<file path="src/rtl/spike_rate_decoder.sv">
// spike_rate_decoder: counts spikes per channel over a fixed window of WINDOW
// cycles. It then presents the per-channel counts and the winning (most active)
// channel on a valid/ready port.
// Optional feature: define SPIKE_DECODER_AUTORESTART_EN to let a window end
// roll straight into the next window when start is held high. An unaccepted
// result overwritten this way raises the sticky overrun flag.
module spike_rate_decoder #(
    parameter int CHANNELS = 2,
    parameter int CNT_W    = 8,
    parameter int WINDOW   = 256
) (
    input  logic                      clk,
    input  logic                      rst_n,
    input  logic                      start,
    input  logic [CHANNELS-1:0]       spike_in,
    output logic [CHANNELS*CNT_W-1:0] count_out,
    output logic [2:0]                winner,
    output logic                      out_valid,
    input  logic                      out_ready,
    output logic                      busy,
    output logic                      overrun
);

    typedef enum logic [1:0] {IDLE, COUNT, HOLD} state_t;

    state_t                     state;
    state_t                     state_next;
    logic [15:0]                win_cnt;
    logic [CNT_W-1:0]           cnt [CHANNELS];
    logic [CHANNELS*CNT_W-1:0]  cnt_next;
    logic                       win_end;
    logic                       transfer;
    logic                       restart;
    logic                       clear;

    // Saturating increment: a full counter holds its value instead of wrapping.
    function automatic logic [CNT_W-1:0] sat_inc(input logic [CNT_W-1:0] v,
                                                 input logic inc);
        if (inc && (v != {CNT_W{1'b1}}))
            return v + CNT_W'(1);
        return v;
    endfunction

    // Winner-take-all: only a strictly greater count displaces the current
    // best, so ties resolve to the lowest index and all-zero gives channel 0.
    function automatic logic [2:0] pick_winner(input logic [CHANNELS*CNT_W-1:0] c);
        logic [CNT_W-1:0] best;
        logic [2:0]       idx;
        best = c[0 +: CNT_W];
        idx  = 3'd0;
        for (int i = 1; i < CHANNELS; i++) begin
            if (c[i*CNT_W +: CNT_W] > best) begin
                best = c[i*CNT_W +: CNT_W];
                idx  = 3'(i);
            end
        end
        return idx;
    endfunction

    assign win_end  = (state == COUNT) && (win_cnt == 16'(WINDOW - 1));
    assign transfer = out_valid && out_ready;
    assign busy     = (state == COUNT);

`ifdef SPIKE_DECODER_AUTORESTART_EN
    assign restart = win_end && start;
`else
    assign restart = 1'b0;
`endif

    // A new window begins from IDLE, from a HOLD transfer with start, or on restart.
    assign clear = ((state == IDLE) && start) ||
                   ((state == HOLD) && transfer && start) ||
                   restart;

    // Counter values after this edge's spikes, used both to advance and to latch.
    always_comb begin
        cnt_next = '0;
        for (int i = 0; i < CHANNELS; i++)
            cnt_next[i*CNT_W +: CNT_W] = sat_inc(cnt[i], spike_in[i]);
    end

    // Next-state logic for the IDLE / COUNT / HOLD sequence.
    always_comb begin
        state_next = state;
        case (state)
            IDLE:    if (start) state_next = COUNT;
            COUNT:   if (win_end && !restart) state_next = HOLD;
            HOLD:    if (transfer) state_next = start ? COUNT : IDLE;
            default: state_next = IDLE;
        endcase
    end

    // State register; reset aborts any window in progress.
    always_ff @(posedge clk or negedge rst_n) begin
        if (!rst_n)
            state <= IDLE;
        else
            state <= state_next;
    end

    // Spike and window counters; cleared at every window start before use.
    always_ff @(posedge clk) begin
        if (clear) begin
            win_cnt <= '0;
            for (int i = 0; i < CHANNELS; i++)
                cnt[i] <= '0;
        end else if (state == COUNT) begin
            win_cnt <= win_cnt + 16'd1;
            for (int i = 0; i < CHANNELS; i++)
                cnt[i] <= cnt_next[i*CNT_W +: CNT_W];
        end
    end

    // Result port: latch counts and winner at window end, drop valid on transfer.
    always_ff @(posedge clk or negedge rst_n) begin
        if (!rst_n) begin
            count_out <= '0;
            winner    <= 3'd0;
            out_valid <= 1'b0;
        end else if (win_end) begin
            count_out <= cnt_next;
            winner    <= pick_winner(cnt_next);
            out_valid <= 1'b1;
        end else if (transfer) begin
            out_valid <= 1'b0;
        end
    end

`ifdef SPIKE_DECODER_AUTORESTART_EN
    // Sticky overrun: set when a pending result is replaced without a transfer.
    always_ff @(posedge clk or negedge rst_n) begin
        if (!rst_n)
            overrun <= 1'b0;
        else if (transfer)
            overrun <= 1'b0;
        else if (win_end && out_valid)
            overrun <= 1'b1;
    end
`else
    assign overrun = 1'b0;
`endif

endmodule

</file>
<file path="config.mk">
export PLATFORM = sky130hd
export DESIGN_NAME = spike_rate_decoder
export DESIGN_NICKNAME = d
export VERILOG_FILES = /design/src/rtl/spike_rate_decoder.sv
export SDC_FILE = /design/constraint.sdc
export NUM_CORES = 1
export LEC_CHECK = 0
export CAP_MARGIN = 20
export CELL_PAD_IN_SITES_DETAIL_PLACEMENT = 2
export CELL_PAD_IN_SITES_GLOBAL_PLACEMENT = 2
export CORE_MARGIN = 2
export CORE_UTILIZATION = 41
export CTS_BUF_LIST = sky130_fd_sc_hd__clkbuf_2 sky130_fd_sc_hd__clkbuf_4 sky130_fd_sc_hd__clkbuf_8
export DETAILED_ROUTE_END_ITERATION = 8
export GPL_ROUTABILITY_DRIVEN = 1
export PLACE_DENSITY_LB_ADDON = 0.3
export SLEW_MARGIN = 20
export SYNTH_ARGS = -nofsm -noshare
export SYNTH_HDL_FRONTEND = slang
export SYNTH_SLANG_ARGS = --single-unit
</file>
<file path="constraint.sdc">
create_clock -name clk -period 6.47 [get_ports clk]
set_input_delay 1.294 -clock clk [delete_from_list [all_inputs] [get_ports clk]]
set_output_delay 1.294 -clock clk [all_outputs]
set_load 0.1 [all_outputs]
</file>
==> reports/results.md <==
| Metric | Reported | Unit |
|:---|:---|:---|
| Power density relative to cell area | 349 | nW/um^2 |
| Number of max-slew violations in the final report | 0 | - |
| Kind of path behind the tightest hold check | reg -> reg | - |
| Std cell rows | 29 | - |
| VDD IR max | 0.180 | mV |
| Global router's overall resource usage | 19.4 | % |
| Number of antenna violations at the first check in global routing | 0 | - |
| Share of the synthesized area in the top cell type | 18.8 | % |
| Worst clock skew | 0.00890 | ns |
| Number of nets in the layout | 300 | - |
| Via-to-Cell Ratio | 5.37 | - |
| Worst endpoint data arrival time | 2.89 | ns |
| Later-pin clock latency in the skew report | 0.31 | ns |
| Setup repair after global routing missed its margin | false | - |
| Buffer cell driving the clock tree root | sky130_fd_sc_hd__clkbuf_8 | - |
| Post-synth EDFFs | 16 | - |
| CTS max path bufs | 2 | - |
| CTS Hold Bufs | 0 | - |
| Overall die area | 7170 | sq um |
| Detailed-route DRC error count | 0 | - |
| Total gr overflow | 0 | - |
| Fin crit share | 64.7 | % |
| CP Max Fanout | 22 | - |
| Result of the run | finished clean | - |
| Maximum frequency from static timing analysis | 239 | MHz |
| Number of distinct library cells after synthesis | 41 | - |
| TritonCTS buffer count | 5 | - |
| Die X-Extent | 84.7 | um |
| Post-synthesis cell area | 2670 | sq um |
| Measured slew at the worst slew-check pin | 0.971 | ns |
| Clock slew at reported path FFs | 0.09 | ns |
| Critical Path End Type | primary output | - |
| RD Place Congestion | 0.785 | - |
| Number of hold violations in the final report | 0 | - |
| Largest net degree at the start of global routing | 33 | - |
| Count of vias placed by the detailed router | 1938 | - |
| Fraction of layout instances using a drive strength above 1 | 15.1 | % |
| Antenna-violating nets left | 0 | - |
| Mean cell area of the mapped netlist | 10.3 | sq um |
| Leakage power of the design | 1.29 | nW |
| Drt first-iter violations | 49 | - |
| Number of levels in the clock H-tree | 2 | - |
| Initial core utilization | 42.3 | % |
| Number of inserted diodes | 0 | - |
| Layout area overhead | 13.6 | % |
| Max-cap check violation count | 0 | - |
| First-pass GRT wire length | 10900 | um |
| Number of clock sinks | 52 | - |
| Number of setup buffers added after CTS | 0 | - |
| Number of instances in the synthesized netlist | 260 | - |
| Area post-placement | 2940 | sq um |
| Seq cells post-synth | 52 | - |
| Chip Height | 84.7 | um |
| Clock tree from TritonCTS | done | - |
| Worst EP required | 5.18 | ns |
| Number of input and output port buffers inserted | 24 | - |
| Post-synth ARST share | 38.5 | % |
| Largest area contributor in the synthesized netlist | sky130_fd_sc_hd__dfrtp_1 | - |
| Post-route cell area | 3030 | sq um |
| Wire length reported by the detailed router | 6360 | um |
| Synth Warn # | 0 | - |
| CP Class | reg -> out | - |
| Sequential area share after synthesis | 48.8 | % |
| Fill cells | 689 | - |
| Setup TNS | 0 | ns |
| First drt pass iteration count | 4 | - |
| Number of resized instances in the post-cts repair step | 0 | - |
| Most area-consuming cells after synthesis | sky130_fd_sc_hd__dfrtp_1, sky130_fd_sc_hd__edfxtp_1, sky130_fd_sc_hd__dfxtp_1, sky130_fd_sc_hd__xor2_1, sky130_fd_sc_hd__ha_1 | - |
| Core Area | 6310 | sq um |
| Top_reg_cell synth | sky130_fd_sc_hd__dfrtp_1 | - |
| Total of endpoints with negative setup slack in the final report | 0 | - |
| Detailed Place HPWL | 4730 | um |
| Final Critical Period | 4.19 | ns |
| I/O pin total | 28 | - |
| Vias in the first global route | 2200 | - |
| Setup crit start kind | register | - |
| Tightest slew margin relative to the limit | 35.0 | % |
| Average routed wire per standard cell | 17.6 | um |
==> path summary, 6_finish.rpt <==
kind | slack (ns) | start | cells past startpoint | end
max in group asynchronous | 5.18 | rst_n | 1 | count_out[10]
min reg2reg | 0.48 | state[0] | 1 | state[1]
max reg2reg | 3.44 | cnt[0][0] | 11 | winner[0]
min in group asynchronous | 0.94 | rst_n | 1 | count_out[4]
max | 2.28 | state[1] | 3 | busy
min | 0.48 | state[0] | 1 | state[1]
==> critical path: stages (launching register included) <==
cell and delay [ns]:
sky130_fd_sc_hd__dfrtp_1 0.38, sky130_fd_sc_hd__nand2b_1 0.58, sky130_fd_sc_hd__inv_1 0.42, sky130_fd_sc_hd__clkdlybuf4s50_1 1.19
==> cell usage in the layout, fill, tap and decap left out, types with 8 or more instances in the layout <==
cell type	instances
sky130_fd_sc_hd__nand3_1	8
sky130_fd_sc_hd__inv_1	10
sky130_fd_sc_hd__nand2_2	12
sky130_fd_sc_hd__nand4_1	8
sky130_fd_sc_hd__nor2_1	34
sky130_fd_sc_hd__ha_1	11
sky130_fd_sc_hd__edfxtp_1	16
sky130_fd_sc_hd__xor2_1	16
sky130_fd_sc_hd__nand2_1	24
sky130_fd_sc_hd__dfrtp_1	20
sky130_fd_sc_hd__clkdlybuf4s50_1	23
sky130_fd_sc_hd__o21ai_2	14
sky130_fd_sc_hd__dfxtp_1	16
==> metal layers <==
| metal | track usage (%) | share of wire, % | up-vias |
|---|---|---|---|
| li1 | - | - | 923 |
| met1 | 22.7 | 41 | 987 |
| met2 | 35.8 | 56 | 22 |
| met3 | 3.83 | 1.9 | 6 |
| met4 | 5.92 | 1.2 | 0 |
| met5 | 0 | 0 | - |
==> layout make-up <==
| class | count | area, sq um | share of cell area (%) |
|---|---|---|---|
| clock inverter | 1 | 6.26 | 0.206 |
| multi-input combinational | 190 | 1270 | 41.7 |
| sequential | 52 | 1300 | 42.9 |
| clock buffer | 7 | 90.1 | 2.97 |
| inverter | 10 | 37.5 | 1.24 |
| timing repair buffer | 24 | 235 | 7.76 |
| tap | 77 | 96.3 | 3.18 |
==> power breakdown <==
group | internal, mW | leakage, nW | total (mW) | switching, mW
sequential | 0.427 | 0.498 | 0.502 | 0.0746
combinational | 0.131 | 0.739 | 0.357 | 0.225
clock | 0.0917 | 0.0522 | 0.201 | 0.109
total | 0.650 | 1.29 | 1.06 | 0.409
==> state kept, by name, summed over array words and instances, names as in the netlist <==
signal and flops:
state 2, out_valid 1, winner 1, cnt 16, count_out 16, win_cnt 16
==> cell usage after synthesis (2+ instances only) <==
master	number
sky130_fd_sc_hd__nand2b_1	4
sky130_fd_sc_hd__dfrtp_1	20
sky130_fd_sc_hd__a21oi_1	7
sky130_fd_sc_hd__o21ai_1	4
sky130_fd_sc_hd__nand2_2	12
sky130_fd_sc_hd__dfxtp_1	16
sky130_fd_sc_hd__nand4_1	8
sky130_fd_sc_hd__nor4_2	3
sky130_fd_sc_hd__mux2i_1	5
sky130_fd_sc_hd__nand2_1	24
sky130_fd_sc_hd__and3_1	6
sky130_fd_sc_hd__xnor2_1	7
sky130_fd_sc_hd__clkbuf_1	4
sky130_fd_sc_hd__ha_1	11
sky130_fd_sc_hd__and4_1	2
sky130_fd_sc_hd__and2_1	3
sky130_fd_sc_hd__nor2b_1	2
sky130_fd_sc_hd__edfxtp_1	16
sky130_fd_sc_hd__xor2_1	16
sky130_fd_sc_hd__nor2_1	34
sky130_fd_sc_hd__buf_4	3
sky130_fd_sc_hd__o211ai_1	2
sky130_fd_sc_hd__buf_6	3
sky130_fd_sc_hd__nand3_1	8
sky130_fd_sc_hd__o21ai_0	2
sky130_fd_sc_hd__inv_1	10
sky130_fd_sc_hd__o21ai_2	14
==> through the flow <==
stage	setup slack (ns)	std cells	hold slack, ns	total power, mW	utilization (%)
global placement	2.61	353	0.454	0.833	46.6
floorplan	3.44	262	0.438	0.746	-
detailed placement	2.44	353	0.471	0.865	46.6
finish	2.28	361	0.482	1.06	48.0
CTS	2.26	361	0.490	1.07	48.1
global route	2.10	361	0.514	1.14	48.0
==> cell families (layout without fill, tap and decap cells) <==
family                   after synthesis  after routing  synth area share [%]
AND/OR/NAND/NOR                      114            114                  23.1
flip-flops                            52             52                  48.8
AO/OA/AOI/OAI                         32             32                  8.49
XOR/XNOR                              23             23                  7.55
buffers and inverters                 20             42                  4.08
adder cells (fa/ha/maj)               11             11                  5.16
multiplexers                           7              7                  2.72
other                                  1              3                 0.141
Power figures use the tool's default switching activity.
==> RTL change 1, RTL diff (config.mk and constraints unchanged) <==
Change the parameter `CHANNELS` from 2 to 4.
--- a/src/rtl/spike_rate_decoder.sv
+++ b/src/rtl/spike_rate_decoder.sv
@@ -5,7 +5,7 @@
 // roll straight into the next window when start is held high. An unaccepted
 // result overwritten this way raises the sticky overrun flag.
 module spike_rate_decoder #(
-    parameter int CHANNELS = 2,
+    parameter int CHANNELS = 4,
     parameter int CNT_W    = 8,
     parameter int WINDOW   = 256
 ) (
Ports: changed (resized count_out and spike_in); port bits go from 28 to 46. The function was not compared with the original's and may differ.
==> RTL change 1 against the unedited design <==
  * Sequential cell count grew 33
  * Hold slack improved by 0.010 ns
  * Sequential power rose by 72%
  * Combinational power rose to 5.4 times the old value
  * Total power grew to 3.0 times the old value
  * Critical endpoint is now winner[1]
  * Die area rose by 70%
  * Via count increased by 100%
  * Highest routed layer unchanged
  * Routed wire length rose by 140%
  * Design area up 87%
  * Maximum frequency down 33%
  * Worst setup slack got worse by 2.1 ns
  * Area after synthesis rose by 74%
  * Register-to-register slack worse by 3.0 ns
==> RTL change 1: results (changes against the unedited design) <==
| Metric | Value |
|---|---|
| Hold_sp | count_out[20] (was state[0]) |
| Worst rel slew slack | 0.322 (was 0.350) |
| Cell area after layout | 5680 um^2 (was 3030 um^2) |
| Drt first-iter violations | 113 (was 49) |
| Met2 Wirelength | 8200 um (was 3550 um) |
| Most frequent cells after synthesis | 67 x nand2_1, 60 x nor2_1, 49 x o21ai_0, 37 x dfrtp_1, 32 x edfxtp_1 (was 34 x nor2_1, 24 x nand2_1, 20 x dfrtp_1) |
| Post-synth EDFFs | 32 (was 16) |
| WHS Path Cells | 2 (was 1) |
| Multi-input logic area | 2350 um^2 (was 1270 um^2) |
| Outcome | complete, no violations (unchanged) |
| Met3 Use GR | 0.0570 (was 0.0383) |
| Number of non-clock inverters in the layout | 27 (was 10) |
| Vias/cell | 5.63 (was 5.37) |
| Worst path arrival time | 6.47 ns (was 2.89 ns) |
| Via count | 3,949 (was 1,938) |
| Reg2reg start | cnt[1][0] (was cnt[0][0]) |
| Clock buf/inv share | 0.0368 (was 0.0318) |
| Combinational gate power | 1910 uW (was 357 uW) |
| Ranking of synthesized cells by area | edfxtp_1 21%, dfrtp_1 20%, ha_1 7.5%, dfxtp_1 6.9%, nand2_1 5.4% (was dfrtp_1 19%, edfxtp_1 18%, dfxtp_1 12%, xor2_1 5.3%, ha_1 5.2%) |
| Worst setup skew after layout | 0.0194 ns (was 0.00890 ns) |
| Multi-input logic cell count | 362 (was 190) |
| Clock buffer count | 14 (was 7) |
| RR Endpoint | winner[1] (was winner[0]) |
| Pre-CTS setup slack | -0.686 ns (was 2.44 ns) |
| Dpl hpwl | 10,700 um (was 4730 um) |
| Regs by FF count | cnt x32, count_out x32, win_cnt x16 (was cnt x16, count_out x16, win_cnt x16) |
| Total GRT Usage | 0.274 (was 0.194) |
| Post-Place Cell Area | 5380 um^2 (was 2940 um^2) |
| Switching share of total power | 0.442 (was 0.386) |
| Kind of critical path | in2reg (was reg2out) |
| IO Port Bufs | 43 (was 24) |
| Max IR drop VDD | 0.198 mV (was 0.180 mV) |
| Distinct cells, synth | 51 (was 41) |
| Pleak | 0.00254 uW (was 0.00129 uW) |
| Ys async rst share | 0.435 (was 0.385) |
| Largest net degree at the start of global routing | 44 (was 33) |
| Sink Count | 85 (was 52) |
| Register Area | 2210 um^2 (was 1300 um^2) |
| Met1 wire length | 6410 um (was 2610 um) |
| R2R depth | 27 (was 11) |
| Skew-Pair Late Insertion Delay | 0.39 ns (was 0.31 ns) |
| Cell family with most CP delay | simple AND/OR/NAND/NOR gates (was buffers and inverters) |
| Clock buffer count from CTS | 9 (was 5) |
| H-Tree Depth | 3 (was 2) |
| P_seq | 864 uW (was 502 uW) |
| Crit path largest cell delay | 0.46 ns (was 1.19 ns) |
| Hold Path Sink | count_out[20] (was state[1]) |
| Data buffer area share | 0.113 (was 0.0776) |
[RTL change 1: changes by cell type in the layout (fill, tap and decap cells not counted), moves of 15 or more]
cell,unedited run,this run
buf_4,0,29
nor2_1,34,58
ha_1,11,26
nand2_1,24,65
clkdlybuf4s50_1,23,40
inv_1,10,27
edfxtp_1,16,32
o21ai_0,2,47
dfrtp_1,20,37
[RTL change 1: cells by family (layout without fill, tap and decap cells)]
logic type | Yosys count | count (layout) | synth area share
AOI/OAI and AO/OA | 78 | 78 | 0.0971
xor gates and xnor gates | 33 | 33 | 0.0623
adders and majority gates | 29 | 29 | 0.0779
buffers and inverters | 44 | 115 | 0.0388
DFF | 85 | 85 | 0.476
muxes | 18 | 18 | 0.0458
other | 1 | 2 | 0.000808
and+or+nand+nor | 202 | 202 | 0.202
[RTL change 1: timing repair]
item | in CTS | in global routing
endpoints found under the setup margin | 2 | 2
gates resized for setup | 19 | 7
pin swaps | 6 | 2
buffers inserted | 0 | 0
==> RTL change 2, RTL diff (same settings) <==
Without the edit above. Put one more register stage on the output `count_out`, without a reset. The value now appears one clock later. The other outputs are not delayed to match.
--- a/src/rtl/spike_rate_decoder.sv
+++ b/src/rtl/spike_rate_decoder.sv
@@ -22,6 +22,8 @@
 );
 
     typedef enum logic [1:0] {IDLE, COUNT, HOLD} state_t;
+
+    logic [CHANNELS*CNT_W-1:0] count_s0;
 
     state_t                     state;
     state_t                     state_next;
@@ -114,11 +116,11 @@
     // Result port: latch counts and winner at window end, drop valid on transfer.
     always_ff @(posedge clk or negedge rst_n) begin
         if (!rst_n) begin
-            count_out <= '0;
+            count_s0 <= '0;
             winner    <= 3'd0;
             out_valid <= 1'b0;
         end else if (win_end) begin
-            count_out <= cnt_next;
+            count_s0 <= cnt_next;
             winner    <= pick_winner(cnt_next);
             out_valid <= 1'b1;
         end else if (transfer) begin
@@ -140,5 +142,9 @@
     assign overrun = 1'b0;
 `endif
 
+    always_ff @(posedge clk) begin
+        count_out <= count_s0;
+    end
+
 endmodule
 
Behaviour: no difference found for any inputs over 10 cycles, from zero or initial values and one cycle with rst_n low; that may be too few to reach the edited logic, so the function may still have changed.
==> RTL change 2 against the unedited design <==
  * Worst setup slack improved by 0.051 ns
  * Hold slack got worse by 0.11 ns
  * Clock skew is 0.0016 ns higher
  * Die area up 11%
  * Final cell count is 15% higher
  * Core utilization up 1.1 points
  * Sequential cell count rose by 16
  * Routed wire length rose by 27%
  * Combinational power is 23% higher
  * Register-to-register slack better by 0.21 ns
  * Design area increased by 16%
  * Total power increased by 39%
  * Area after synthesis rose by 12%
  * Largest cell class unchanged
  * Largest power group unchanged
  * Highest routed layer unchanged
==> RTL change 2: results (changes against the unedited design) <==
| Metric | Value |
|---|---|
| Crit path largest cell delay | 1.07 ns (was 1.19 ns) |
| Ranking of synthesized cells by area | dfxtp_1 22%, dfrtp_1 17%, edfxtp_1 16%, ha_1 4.6%, o21ai_2 4.1% (was dfrtp_1 19%, edfxtp_1 18%, dfxtp_1 12%, xor2_1 5.3%, ha_1 5.2%) |
| Max IR drop VDD | 0.171 mV (was 0.180 mV) |
| GPL Wtd Cong | 0.852 (was 0.785) |
| Fill cells | 749 (was 689) |
| Switching share of total power | 0.369 (was 0.386) |
| Register area share after synthesis | 0.544 (was 0.488) |
| Vias/cell | 5.25 (was 5.37) |
| Area Overhead vs Synth | 17.8% (was 13.6%) |
| Outcome | complete, no violations (unchanged) |
| DIE WIDTH | 89.2 um (was 84.7 um) |
| Vias in the first global route | 2,324 (was 2,200) |
| Worst path arrival time | 2.84 ns (was 2.89 ns) |
| Multi-input logic area | 1250 um^2 (was 1270 um^2) |
| CP max FO | 20 (was 22) |
| Dpl hpwl | 5430 um (was 4730 um) |
| Worst setup skew after layout | 0.0105 ns (was 0.00890 ns) |
| Sequential share of cell area | 0.462 (was 0.429) |
| Final nets | 328 (was 300) |
| Total GRT Usage | 0.222 (was 0.194) |
| Syn Inst Count | 284 (was 260) |
| Share of cells above drive strength 1 | 0.127 (was 0.151) |
| Post-Place Cell Area | 3280 um^2 (was 2940 um^2) |
| Via count | 2,177 (was 1,938) |
| Worst rel slew slack | 0.339 (was 0.350) |
| Post-Synth Adder-Cell Area | 0.0462 (was 0.0516) |
| Number of non-clock inverters in the layout | 11 (was 10) |
| Ys async rst share | 0.294 (was 0.385) |
| Drt first-iter violations | 58 (was 49) |
| H-Tree Depth | 3 (was 2) |
-- RTL change 2: cell types whose count changed in the layout (fill, tap and decap cells not counted), sizes merged, moves of 4 or more --
cell | before | now
clkbuf | 7 | 11
dfxtp | 16 | 32
nand4 | 9 | 4
nor3 | 1 | 5
nor4 | 5 | 1
or3 | 0 | 4
xnor2 | 7 | 12
xor2 | 16 | 9
-- RTL change 2: power groups by stage --
stage / clock network (uW) / registers [uW] / logic [uW]
3_5_place_dp: 0 / 627 / 412
5_1_grt: 436 / 632 / 496
2_1_floorplan: 0 / 599 / 297
4_1_cts: 417 / 620 / 442
6_report: 412 / 621 / 438
3_3_place_gp: 0 / 620 / 383
-- RTL change 2: routing by layer --
metal | track usage | routed length, um | vias up
li1 | - | - | 1014
met1 | 0.309 | 3970 | 1109
met2 | 0.348 | 3790 | 42
met3 | 0.0351 | 191 | 12
met4 | 0.0896 | 143 | 0
met5 | 0 | 0 | -
-- RTL change 2: cell families after synthesis --
logic type | after synthesis
AO/OA/AOI/OAI | 36
XOR/XNOR | 21
adder cells (fa/ha/maj) | 11
buffers and inverters | 21
flip-flops | 68
multiplexers | 7
other | 1
AND/OR/NAND/NOR | 119
-- RTL change 2: worst paths after layout --
check / start / to / slack [ns] / cells after the start
max in group asynchronous: rst_n / count_s0[4] / 5.23 / 1
worst max-delay path: state[1] / busy / 2.33 / 3
worst min-delay path: count_s0[4] / count_out[4] / 0.37 / 0
worst min register to register: count_s0[4] / count_out[4] / 0.37 / 0
worst max register to register: cnt[0][8] / winner[0] / 3.65 / 11
min in group asynchronous: rst_n / out_valid / 0.90 / 1
